==> config.mk <==
export PLATFORM = sky130hd
export DESIGN_NAME = fp_cmp_share_arbiter
export DESIGN_NICKNAME = d
export VERILOG_FILES = /design/src/rtl/fp_cmp_share_arbiter.sv
export SDC_FILE = /design/constraint.sdc
export NUM_CORES = 1
export LEC_CHECK = 0
export CAP_MARGIN = 40
export CORE_AREA = 2 2 143 145
export CTS_BUF_LIST = sky130_fd_sc_hd__clkbuf_8
export DETAILED_ROUTE_END_ITERATION = 12
export DIE_AREA = 0 0 145 147
export PLACE_DENSITY_LB_ADDON = 0.3
export SETUP_SLACK_MARGIN = 0.2
export SLEW_MARGIN = 20
export SYNTH_ARGS = -nofsm -noshare
export SYNTH_HDL_FRONTEND = slang
export SYNTH_SLANG_ARGS = --single-unit
==> constraint.sdc <==
create_clock -name clk -period 1.9 [get_ports clk]
set_input_delay 0.19 -clock clk [delete_from_list [all_inputs] [get_ports clk]]
set_output_delay 0.19 -clock clk [all_outputs]
set_load 0.005 [all_outputs]
==> src/rtl/fp_cmp_share_arbiter.sv <==
// fp_cmp_share_arbiter: round-robin sharing of one pipelined FloPoCo sp comparator among N_REQ clients
// Define FP_CMP_ARB_PERF_EN to add saturating issue/stall performance counters.
module fp_cmp_share_arbiter #(
  parameter int N_REQ = 4,
  parameter int CMP_STAGES = 2,
  localparam int ID_W = $clog2(N_REQ)
) (
  input  logic                 clk,
  input  logic                 rst_n,
  input  logic [N_REQ-1:0]     req_valid,
  output logic [N_REQ-1:0]     req_ready,
  input  logic [N_REQ*34-1:0]  req_x,
  input  logic [N_REQ*34-1:0]  req_y,
  output logic                 rsp_valid,
  input  logic                 rsp_ready,
  output logic [ID_W-1:0]      rsp_id,
  output logic                 rsp_lt,
  output logic                 rsp_eq,
  output logic                 rsp_le,
  output logic                 rsp_unordered,
  output logic                 cmp_ce,
  output logic [33:0]          cmp_x,
  output logic [33:0]          cmp_y,
  input  logic                 cmp_lt,
  input  logic                 cmp_eq,
  input  logic                 cmp_le,
  input  logic                 cmp_unordered
`ifdef FP_CMP_ARB_PERF_EN
  ,
  output logic [31:0]          perf_issue_cnt,
  output logic [31:0]          perf_stall_cnt
`endif
);
  logic [CMP_STAGES:1] vld;
  logic [ID_W-1:0]     id_q [1:CMP_STAGES];
  logic [ID_W-1:0]     rr_ptr, grant, idx;
  logic                found, stall, fire;
  assign stall  = vld[CMP_STAGES] & ~rsp_ready;
  assign cmp_ce = ~stall;
  // Scan from the highest offset down so the nearest requester at/after rr_ptr wins.
  always_comb begin
    found = 1'b0;
    grant = '0;
    idx   = '0;
    for (int k = N_REQ - 1; k >= 0; k--) begin
      idx = ID_W'((int'(rr_ptr) + k) % N_REQ);
      if (req_valid[idx]) begin
        found = 1'b1;
        grant = idx;
      end
    end
  end
  assign fire      = found & ~stall & rst_n;
  assign req_ready = fire ? N_REQ'(1) << grant : '0;
  assign cmp_x     = fire ? req_x[34*grant +: 34] : '0;
  assign cmp_y     = fire ? req_y[34*grant +: 34] : '0;
  always_ff @(posedge clk or negedge rst_n) begin
    if (!rst_n) begin
      vld    <= '0;
      rr_ptr <= '0;
      for (int s = 1; s <= CMP_STAGES; s++) id_q[s] <= '0;
    end else if (cmp_ce) begin
      vld[1]  <= fire;
      id_q[1] <= grant;
      for (int s = 2; s <= CMP_STAGES; s++) begin
        vld[s]  <= vld[s-1];
        id_q[s] <= id_q[s-1];
      end
      if (fire) rr_ptr <= grant == ID_W'(N_REQ - 1) ? '0 : grant + 1'b1;
    end
  end
  assign rsp_valid     = vld[CMP_STAGES];
  assign rsp_id        = id_q[CMP_STAGES];
  assign rsp_lt        = cmp_lt;
  assign rsp_eq        = cmp_eq;
  assign rsp_le        = cmp_le;
  assign rsp_unordered = cmp_unordered;
`ifdef FP_CMP_ARB_PERF_EN
  always_ff @(posedge clk or negedge rst_n) begin
    if (!rst_n) begin
      perf_issue_cnt <= '0;
      perf_stall_cnt <= '0;
    end else begin
      if (fire && !(&perf_issue_cnt)) perf_issue_cnt <= perf_issue_cnt + 1'b1;
      if (stall && !(&perf_stall_cnt)) perf_stall_cnt <= perf_stall_cnt + 1'b1;
    end
  end
`endif
endmodule

# Yosys cells after proc, flatten, opt, wreduce, memory -nomap -nowiden
# Cells that the tools add are included.
# op_classes
n_mux,20
addsub,4
n_eq_ne,1
reduce_logical,1
bitwise,5
multipliers,1
n_lt_le_gt_ge,4
shifts,3
# op_table
operator,n
136-bit by 9-bit variable part select with 34-bit output,2
34-bit two-way mux,2
"2-bit by 3-bit less-than comparator with 1-bit output, second input constant",4
2-bit two-way mux,5
1-bit binary-select mux with 2-bit select,4
1-bit two-way mux,8
"5-bit by 2-bit multiplier with 7-bit output, first input constant",1
"2-bit by 1-bit adder with 2-bit output, second input constant",2
"2-bit adder, second input constant",2
4-bit two-way mux,1
"1-bit by 2-bit left shift with 4-bit output, first input constant",1
1-bit AND,3
"2-bit == test, second input constant",1
1-bit NOT,2
2-bit AND reduction,1
# word_totals
input_bits,283
output_inout_bits,80
word_cells,43
reg_bits,8

# Logic depth before layout (Yosys ltp)
# Gate-level depths: netlist of run 1.
# logic_depth
depth_word,10
mapped_depth,9
ltp_nobuf,7

# Worst setup path before layout of run 1
# No wires, ideal clock.
# synth_path
path_kind,reg2out
from,reg vld[2] (netlist bit)
to,out cmp_y[14]
path_buffers,3
stages_incl_launch_ff,10
arrival_time_ns,1.676
t_required_ns,1.710
path_slack_ns,0.034
path_cell_list,dfrtp_1 > nor2b_1 > clkbuf_1 > inv_2 > nand2_1 > a21oi_2 > nand2_2 > buf_6 > buf_6 > o22ai_1
# synth_between
elab_chain_len,5
# synth_rtl
item,line_no,source
from (decl),34,logic [CMP_STAGES:1] vld;
"from (signal, indexed assignment)",66,vld[s] <= vld[s-1];
1-bit AND,38,assign stall = vld[CMP_STAGES] & ~rsp_ready;
1-bit NOT (no line),--,
via cmp_ce,21,"output logic cmp_ce,"
1-bit AND (2 in a row),53,assign fire = found & ~stall & rst_n;
34-bit two-way mux,56,assign cmp_y = fire ? req_y[34*grant +: 34] : '0;
to (decl),23,"output logic [33:0] cmp_y,"
# The timed path passes the listed nets, and every way through them passes these cells.

# Worst setup path in the final report of run 1
# layout_path
from,reg rr_ptr[1]
to,out cmp_y[32]
# layout_between
elab_chain_len,10
elab_cells_between_ends,24
classes_between,add/sub: 3; mul: 1; shift: 1; mux: 17; bitwise: 2
# layout_rtl
item,line_no,source
from (decl),36,"logic [ID_W-1:0] rr_ptr, grant, idx;"
from (signal assigned),69,if (fire) rr_ptr <= grant == ID_W'(N_REQ - 1) ? '0 : grant + 1'b1;
2-bit adder,46,idx = ID_W'((int'(rr_ptr) + k) % N_REQ);
1-bit binary-select mux with 2-bit select,47,if (req_valid[idx]) begin
1-bit two-way mux (implied by the code),47,
2-bit two-way mux (3 in a row),47,
2-bit two-way mux *,47,
via grant[0],36,
5-bit by 2-bit multiplier with 7-bit output *,56,
136-bit by 9-bit variable part select with 34-bit output *,56,
34-bit two-way mux *,56,
# The timed path passes the listed nets; every way through them passes the cells marked *. The select of a mux whose other input is x is not followed.

==> impl_metrics.tcl, run 1 <==
set metrics [dict create \
    wl_per_cell_um 20.29 \
    setup_viol 73 \
    path_common_cell "buf_4" \
    synth_area_sq_um 2515 \
    syn_area_per_cell_sq_um 8.583 \
    cts_tree "yes" \
    setup_tns_ps -29070 \
    die_area_sq_um 21320 \
    fin_util_pct 40.78 \
    max_slew_margin_pct 69.21 \
    cts_buffers 3 \
    tightest_slew_ps 460.8 \
    final_cell_mix "clkdlybuf4s50_1, mux2i_1, buf_2" \
    cp-start-kind "register" \
    htree_levels 1 \
    path_class "register to output port" \
    top_layer_used "met4" \
    synth_seq_area_share_pct 7.960 \
    place_inst 916 \
    die_w_um 145 \
    clk_pin_slew_ps 40 \
    dr_total_vias 4193 \
    grt_usage_pct 15.85 \
    gp_congestion 0.8765 \
    hold_buffers 0 \
    instances_no_fill 982 \
    grt_pass1_wl_um 25900 \
    portBuffers 354 \
    status "complete, but fails checks" \
    initial_utilization_pct 12.67 \
    postSynthRegisterBits 8 \
    cts_sinks 8 \
    drive_gt1_share_pct 38.48 \
    hold_viol_final 0 \
    drv_slew 0 \
    cp-end-kind "output port" \
    ioPinCount 363 \
    fin_nets 1000 \
    finClkSkew_ps 6.032 \
    synth.net_count 580 \
    clk_latency_ps 230 \
    antenna_found_initial 0 \
    wl_met3_um 1259 \
    antenna_left 0 \
    power_density_nw_per_um2 771.3 \
    violations "setup timing" \
    drc 0 \
    ff2ff_setup_slack_ps -50 \
    worstHoldPathType "primary input to async pin" \
    synth_cell_types 27 \
    worst_slack_ps -455.5 \
    period_needed_ps 2355 \
    maxCapViolCount 0 \
    leakage_nw 3.663 \
    route.met2.wl_um 10250 \
    ys.warnings.count 0 \
    rsz0062_at_grt "yes" \
    power_w 0.006242 \
    clock_path_buffers 2 \
    dp.final_hpwl_um 12440 \
    mostFrequentLayoutCell "clkdlybuf4s50_1" \
    firstDrtPassIters 4 \
    area_growth_pct 221.8 \
    whs_ps 353.9 \
    antenna_cells 0 \
    grt_pass1_vias 4288 \
    slowest_stage "dfrtp_2" \
    drtIter0Drc 95 \
    cp_max_fo 5 \
    cp.required_ps 1710 \
    max_freq_ghz 0.4245 \
    cp.arrival_ps 2170 \
    grt_overflow_total 0 \
    period_share_pct 124.0 \
    root_buffer "clkbuf_8" \
    grt_max_degree 24 \
    core_area_sq_um 19840 \
    synthCells 293 \
    vias_per_cell 4.270 \
    cp_cell_sequence "buf_4, nand2b_4, a21oi_4, a221oi_4, buf_4, buf_6, inv_6, nand2_8, buf_12, clkbuf_16, o22ai_2, buf_2" \
    drt-total-wl_um 19920 \
    placementRows 52 \
    die_h_um 147 \
    slowest_delay_ps 420 \
    ir_drop_v 0.0002774 \
    met1Wirelength_um 8107 \
]
Yosys cell counts:
master	number	share of area, %
nand3_2	1	0.40
nand3_1	1	0.20
nand2_1	11	1.6
o21bai_4	1	0.75
nand2_2	2	0.50
ha_1	4	2.0
a21oi_1	1	0.20
o21ai_0	2	0.40
buf_6	4	1.8
a221oi_4	1	1.0
and2_1	4	0.99
o21a_1	1	0.30
nand2b_1	2	0.50
clkbuf_1	10	1.5
buf_2	10	2.0
o21ai_1	1	0.20
a221oi_2	1	0.60
a21oi_2	1	0.35
buf_4	12	3.6
mux2i_1	136	54
o22ai_1	68	17
inv_2	3	0.45
inv_1	1	0.15
nor2_1	3	0.45
a21o_1	1	0.30
nor2b_1	3	0.75
dfrtp_1	8	8.0
cell families (layout without fill, tap and decap cells):
group	after synthesis	in the layout	synth area share, %
and+or+nand+nor	27	28	5.422
muxes	136	136	54.13
adders and majority gates	4	4	1.990
DFF	8	8	7.960
buffers and inverters	40	458	9.453
AOI/OAI and AO/OA	78	78	21.04
repair_timing:
item / in CTS / in global routing
setup endpoints to repair: 73 / 77
pin swaps: 14 / 30
resized for setup: 355 / 91
gates cloned: 14 / 12
endpoints found under the hold margin: 0 / 0
buffers inserted: 20 / 16
power by group:
part / internal [W] / switching (W)
Combinational: 0.00346 / 0.00231
Clock: 0.000140 / 0.0000647
Sequential: 0.000229 / 0.0000392
metrics by stage:
step | setup WS, ps | area (sq um)
CTS | -480.6 | 7325
global route | -533.8 | 8093
detailed placement | -848.2 | 6665
floorplan | 178.1 | 2671
global placement | -868.3 | 6665
finish | -455.5 | 8093
sequential cells by signal, summed over array words and instances, names as in the netlist:
register	flops
rr_ptr	2
vld	2
id_q	2
rsp_id	2
metal layers:
metal / vias up / track usage (%)
li1: 1993 / -
met2: 211 / 29.79
met4: 0 / 1.931
met5: - / 0
met3: 16 / 3.012
met1: 1973 / 19.23
final timing paths:
kind / start / depth (start not counted) / to
setup / recovery: rr_ptr[1] / 12 / cmp_y[32]
hold / removal: rst_n / 2 / vld[1]
setup reg to reg: rr_ptr[1] / 11 / rr_ptr[1]
hold reg to reg: vld[1] / 1 / vld[2]
max in group asynchronous: rst_n / 2 / rr_ptr[1]
min in group clk: cmp_eq / 0 / rsp_eq
critical path: cells and delay by family (launching register included):
family	cells	cell delay, ps
flops	1	420
simple gates	2	210
compound gates	3	360
buf+inv	7	930
cell type report:
cell class | count | area, sq um
clock buffer | 3 | 41.29
timing repair buffer | 450 | 4745
inverter | 4 | 27.53
clock inverter | 1 | 3.754
tap | 270 | 337.8
multi-input combinational | 246 | 2736
fill | 1928 | 11750
sequential | 8 | 201.4
Note: power is estimated with default switching activity, not from simulation.
==> inputs of run 2 (changes only) <==
--- a/config.mk
+++ b/config.mk
@@ -12,7 +12,7 @@
 export DIE_AREA = 0 0 145 147
 export PLACE_DENSITY_LB_ADDON = 0.3
 export SETUP_SLACK_MARGIN = 0.2
-export SLEW_MARGIN = 20
+export SLEW_MARGIN = 0
 export SYNTH_ARGS = -nofsm -noshare
 export SYNTH_HDL_FRONTEND = slang
 export SYNTH_SLANG_ARGS = --single-unit
==> results of run 2 <==
Final layout, timing and power as in run 1 (identical DEF).
